### src/rtl/change_dispenser.sv
// Greedy change payout engine: pays `cambio` units as 5/2/1 coins over a valid/ack handshake.
// Define CAMBIO_INVENTORY_EN to add per-denomination stock counters, refill and shortfall reporting.
module change_dispenser #(
  parameter int INIT_COUNT = 8
) (
  input  logic       clk,
  input  logic       reset,
  input  logic [3:0] cambio,
  input  logic       load,
  input  logic       coin_ack,
  input  logic       refill,
  output logic       coin_valid,
  output logic [1:0] coin_code,
  output logic       busy,
  output logic       done,
  output logic       short,
  output logic [3:0] remaining
);

  typedef enum logic [1:0] {IDLE, SELECT, ISSUE, DONE} state_t;

  localparam logic [3:0] INIT = 4'(INIT_COUNT);

  state_t     state;
  logic [1:0] pick;
  logic [3:0] coin_value;
  logic       ok1, ok2, ok5;

`ifdef CAMBIO_INVENTORY_EN
  // stock[0] = 1-unit, stock[1] = 2-unit, stock[2] = 5-unit (index = coin code - 1)
  logic [3:0] stock [3];

  always_ff @(posedge clk or negedge reset) begin
    if (!reset) begin
      for (int i = 0; i < 3; i++) stock[i] <= INIT;
    end else if (state == IDLE && refill) begin
      for (int i = 0; i < 3; i++) stock[i] <= INIT;
    end else if (state == ISSUE && coin_ack) begin
      for (int i = 0; i < 3; i++)
        if (coin_code == 2'(i + 1) && stock[i] != 4'd0) stock[i] <= stock[i] - 4'd1;
    end
  end

  assign ok1 = (stock[0] != 4'd0);
  assign ok2 = (stock[1] != 4'd0);
  assign ok5 = (stock[2] != 4'd0);

  always_ff @(posedge clk or negedge reset) begin
    if (!reset)
      short <= 1'b0;
    else if (state == IDLE && load)
      short <= 1'b0;
    else if (state == SELECT && pick == 2'b00 && remaining != 4'd0)
      short <= 1'b1;
  end
`else
  assign ok1   = 1'b1;
  assign ok2   = 1'b1;
  assign ok5   = 1'b1;
  assign short = 1'b0;
`endif

  // Greedy choice: largest coin that fits the amount owed and is in stock
  always_comb begin
    pick = 2'b00;
    if (remaining >= 4'd5 && ok5)
      pick = 2'b11;
    else if (remaining >= 4'd2 && ok2)
      pick = 2'b10;
    else if (remaining >= 4'd1 && ok1)
      pick = 2'b01;
  end

  always_comb begin
    case (coin_code)
      2'b11:   coin_value = 4'd5;
      2'b10:   coin_value = 4'd2;
      2'b01:   coin_value = 4'd1;
      default: coin_value = 4'd0;
    endcase
  end

  always_ff @(posedge clk or negedge reset) begin
    if (!reset) begin
      state      <= IDLE;
      coin_valid <= 1'b0;
      coin_code  <= 2'b00;
      busy       <= 1'b0;
      done       <= 1'b0;
      remaining  <= 4'd0;
    end else begin
      done <= 1'b0;
      case (state)
        IDLE: begin
          if (load) begin
            remaining <= cambio;
            busy      <= 1'b1;
            state     <= SELECT;
          end
        end
        SELECT: begin
          if (pick != 2'b00) begin
            coin_code  <= pick;
            coin_valid <= 1'b1;
            state      <= ISSUE;
          end else begin
            done  <= 1'b1;
            state <= DONE;
          end
        end
        ISSUE: begin
          if (coin_ack) begin
            remaining  <= remaining - coin_value;
            coin_valid <= 1'b0;
            coin_code  <= 2'b00;
            state      <= SELECT;
          end
        end
        DONE: begin
          busy  <= 1'b0;
          state <= IDLE;
        end
        default: state <= IDLE;
      endcase
    end
  end

endmodule

### config.mk
export PLATFORM = sky130hd
export DESIGN_NAME = change_dispenser
export DESIGN_NICKNAME = d
export VERILOG_FILES = /design/src/rtl/change_dispenser.sv
export SDC_FILE = /design/constraint.sdc
export NUM_CORES = 1
export LEC_CHECK = 0
export CORE_MARGIN = 4
export CORE_UTILIZATION = 46
export CTS_CLUSTER_SIZE = 30
export DETAILED_ROUTE_END_ITERATION = 16
export PLACE_DENSITY = 0.76
export REMOVE_ABC_BUFFERS = 1
export SLEW_MARGIN = 40
export SYNTH_ARGS = -nofsm -noshare
export SYNTH_HDL_FRONTEND = slang
export SYNTH_SLANG_ARGS = --single-unit
### constraint.sdc
create_clock -name clk -period 2 [get_ports clk]
set_input_delay 0.4 -clock clk [delete_from_list [all_inputs] [get_ports clk]]
set_output_delay 0.4 -clock clk [all_outputs]
set_load 0.005 [all_outputs]
======== Yosys cells after proc, flatten, opt, wreduce, memory -nomap -nowiden ========
Cells that the tools add are included.
cells by class
  multiplexer cells ....................... 21
  reductions and logical operators ........ 9
  order comparisons ....................... 3
  $add $sub $neg .......................... 1
  equality and inequality tests ........... 9
operator list
  cell                                                                                  number
  2-bit two-way mux                                                                     6
  3-bit one-hot mux with 3 select lines                                                 1
  2-bit equality test (second input constant)                                           4
  4-bit two-way mux                                                                     2
  2-bit one-hot mux with 4 select lines                                                 1
  4-bit one-hot mux with 2 select lines                                                 1
  2-bit nonzero test                                                                    4
  1-bit two-way mux                                                                     7
  2-bit != test (second input constant)                                                 3
  3-bit AND reduction                                                                   2
  2-bit by 1-bit equality test with 1-bit output (second input constant)                2
  4-bit by 1-bit greater-or-equal comparator with 1-bit output (second input constant)  1
  4-bit by 2-bit greater-or-equal comparator with 1-bit output (second input constant)  1
  4-bit by 3-bit greater-or-equal comparator with 1-bit output (second input constant)  1
  1-bit one-hot mux with 2 select lines                                                 2
  2-bit one-hot mux with 2 select lines                                                 1
  2-bit AND reduction                                                                   2
  4-bit subtractor                                                                      1
  2-bit zero test                                                                       1
word-level totals
  output and inout port bits .............. 10
  input bits .............................. 9
  word-level logic and storage cells ...... 49
  bits in registers ....................... 11

======== Longest topological paths before layout ========
  depth in word-level cells ............... 7
  depth in mapped cells ................... 7
  mapped depth without buffers ............ 7

======== Least setup slack after synthesis ========
Ideal clock, no wire load.
  kind .................................... reg2reg
  start ................................... register remaining[0]
  end ..................................... register remaining[2]
  path slack .............................. 0.172 ns
  stages on the path, launching flop included .. 8
  buffers on the path ..................... 0
  period minus slack after synthesis ...... 1.828 ns
  setup time .............................. 0.125 ns
  arrival time ............................ 1.703 ns
  cells stage by stage .................... dfrtp_1 -> inv_1 -> ha_1 -> inv_1 -> fa_1 -> xor2_1 -> mux2_2 -> mux2_2
on the way
  longest elaborated chain between the ends .. 3
ends and longest elaborated chain
  what                                   RTL line  text
  start: declaration                     17        output logic [3:0] remaining
  start signal: assignment               96        remaining <= cambio;
  start signal: assignment               113       remaining <= remaining - coin_value;
  4-bit subtractor                       113
  4-bit two-way mux                      112       if (coin_ack) begin
  4-bit one-hot mux with 2 select lines  93        case (state)
No other way between the ends. The select of a mux whose other input is x is not followed.
A chain may end at the register's enable or synchronous reset.

======== Final worst setup path ========
Ends and elaborated chain as after synthesis.

==> results.cfg <==
[routing]
via_count = 595
wl_mm = 1.52
avgViaCountPerCell = 5.56
ant_nets = 0
first_pass_iters = 4
post-route-drc-count = 0
post_drt_wl_per_cell_um = 14.2
drtIter0Drc = 7

[floorplan]
core_um2 = 1490
start_util = 0.483
ios = 19
dieArea_um2 = 2260
die_w_um = 47.5
rows = 14
chipHeight_um = 47.5

[setup_path]
crit_required_ns = 2.15
path_class = flip-flop to flip-flop
r2r-start = remaining[0]
worstRegToRegCells = 7
endpoint_kind = flip-flop
endpoint = remaining[2]
cp.arrival_ns = 2.04
reg2reg_to = remaining[2]
crit_start = remaining[0]
startpoint_type = flip-flop
cp_max_fo = 3
reg2reg_slack_ns = 0.11

[synthesis]
synth_area_leaders = dfrtp_1, mux2_2, ha_1
ys_warn_count = 0
synth_area_um2 = 719
synth_area_per_cell_um2 = 9.99
synth_edf_count = 0
ys_types = 35
synthFlopType = dfrtp_1
post-synth-top-area-fraction = 0.383
yosysMostFrequentCell = dfrtp_1
synthCells = 72
synth_largest_area_cell = dfrtp_1
async_flop_share = 1.00
synth_commonest_cells = dfrtp_1, a21oi_1, inv_1, mux2_2, nand2_1
ys_ff_latch = 11
yosysSeqAreaShare = 0.383

[clock_network]
post_cts_buffers = 0
cts-root-buf = clkbuf_4
clock_path_buffers = 2
path_clk_slew_ns = 0.07
cts_buffers = 3
clock_sinks = 11
holdBufCountCts = 0
clk_latency_ns = 0.27
htree_levels = 1
cts_tree = built
postCtsResizedCells = 0

[cells_and_area]
syn_to_final_growth_pct = 27.1
fin_area_um2 = 915
layout.cells.non_filler = 107
num_antenna_cells = 0
nets = 105
drive_gt1_frac = 0.154

[timing]
post-route-period-util = 0.944
tightest_slew_ns = 0.500
clock-skew-final_ns = 0.000839
relSlewSlack = 0.665
setup_viol = 0
max_freq_mhz = 530
fin_crit_ns = 1.89
finalHoldViolations = 0
setup_tns_ns = 0
slew_viol_final = 0
setup_ws_ns = 0.112
rsz0062_at_grt = no

[power_and_ir_drop]
finalPower_w = 0.00140
switchingPower_w = 0.000550
irDropWorstVdd_v = 0.000815
swShare = 0.393
power_frac_comb = 0.534
p_int_w = 0.000850
power_frac_seq = 0.358
powerDensity_nw_per_um2 = 1530
p_leak_nw = 0.381
power_frac_clock = 0.107

[global_routing]
grt.total_usage = 0.151
grt_max_degree = 15
grt-busiest-layer = met2
grt_util_met3 = 0.0639
grt_overflow = 0
met2_usage = 0.259
antenna_found_initial = 0
first_global_vias = 553
grt_pass1_wl_mm = 2.35
grt_util_met1 = 0.174

[place]
gp_congestion = 0.733
hpwlAfterDp_mm = 1.16
port-buffer-count = 16
pre_cts_slack_ns = 0.120
placedCellCount = 103
placed_area_um2 = 888

[hold_path]
hold_class = primary input to asynchronous set/reset pin

[outcome]
status = finished, final reports clean

[run]
drv_cap = 0
==> layout by cell type, fill, tap and decap left out, types with 2 or more instances in the layout <==
cell             netlist  layout
clkbuf_4               0       3
nand2_1                4       4
nor2b_1                2       2
mux2_2                 4       4
buf_4                  2       2
a21oi_1                7       7
nand2b_1               2       2
dfrtp_1               11      11
inv_1                  4       4
or2b_2                 2       2
o21ai_0                2       2
nand3b_1               2       2
clkdlybuf4s50_1        0      16
nor2_1                 3       3
ha_1                   3       3
nor3b_1                2       2
nor3_1                 2       2
==> sequential cells by signal (all words and copies together) (netlist names) <==
| register | count |
|---|---|
| remaining | 4 |
| busy | 1 |
| coin_code | 2 |
| state | 2 |
| coin_valid | 1 |
| done | 1 |
==> worst max-delay path, cell delays in order, from the launching register on <==
cell	delay (ns)
dfrtp_1	0.38
inv_1	0.11
ha_1	0.17
inv_1	0.05
fa_1	0.37
xor2_1	0.17
mux2_2	0.26
mux2_2	0.26
==> power groups by stage <==
stage | logic (W) | clock network, W | registers, W
floorplan | 0.000455 | 0 | 0.000473
detailed placement | 0.000752 | 0 | 0.000506
CTS | 0.000759 | 0.000156 | 0.000503
global placement | 0.000733 | 0 | 0.000502
finish | 0.000748 | 0.000150 | 0.000501
global route | 0.000841 | 0.000162 | 0.000527
==> stage by stage <==
stage | hold slack [ns] | util
2_1_floorplan | 0.104 | -
3_3_place_gp | 0.498 | 0.597
3_5_place_dp | 0.528 | 0.597
4_1_cts | 0.480 | 0.614
5_1_grt | 0.487 | 0.614
6_report | 0.465 | 0.614
==> how the worst min path moves through the flow <==
stage / startpoint / to / cells after the start
6_report: reset / remaining[3] / 1
5_1_grt: reset / done / 1
4_1_cts: reset / state[0] / 1
3_5_place_dp: coin_valid / coin_valid / 2
3_3_place_gp: busy / busy / 1
2_1_floorplan: reset / busy / 0
==> cells by family (layout without fill, tap and decap cells) <==
family | count (synthesis) | in the layout | synth area share
and+or+nand+nor | 28 | 28 | 0.257
buffers and inverters | 7 | 26 | 0.0574
AOI/OAI and AO/OA | 15 | 15 | 0.129
xor gates and xnor gates | 1 | 1 | 0.0122
DFF | 11 | 11 | 0.383
adders and majority gates | 4 | 4 | 0.0800
muxes | 5 | 5 | 0.0765
other | 1 | 1 | 0.00521
==> cell type report <==
cell class	count	area, um^2
well taps	16	20.0
inverters	4	15.0
fillers	132	574
multi-input cells	54	403
clock buffers	4	26.3
repair buffers	18	175
flip-flops and latches	11	275
==> metal layers <==
metal | part of all wire | routed length [um] | vias up
met1 | 0.43 | 659 | 278
met5 | 0 | 0 | -
met4 | 0.0053 | 8 | 0
met3 | 0.072 | 109 | 2
met2 | 0.49 | 741 | 19
li1 | - | - | 296
Note: power is estimated with default switching activity, not from simulation.
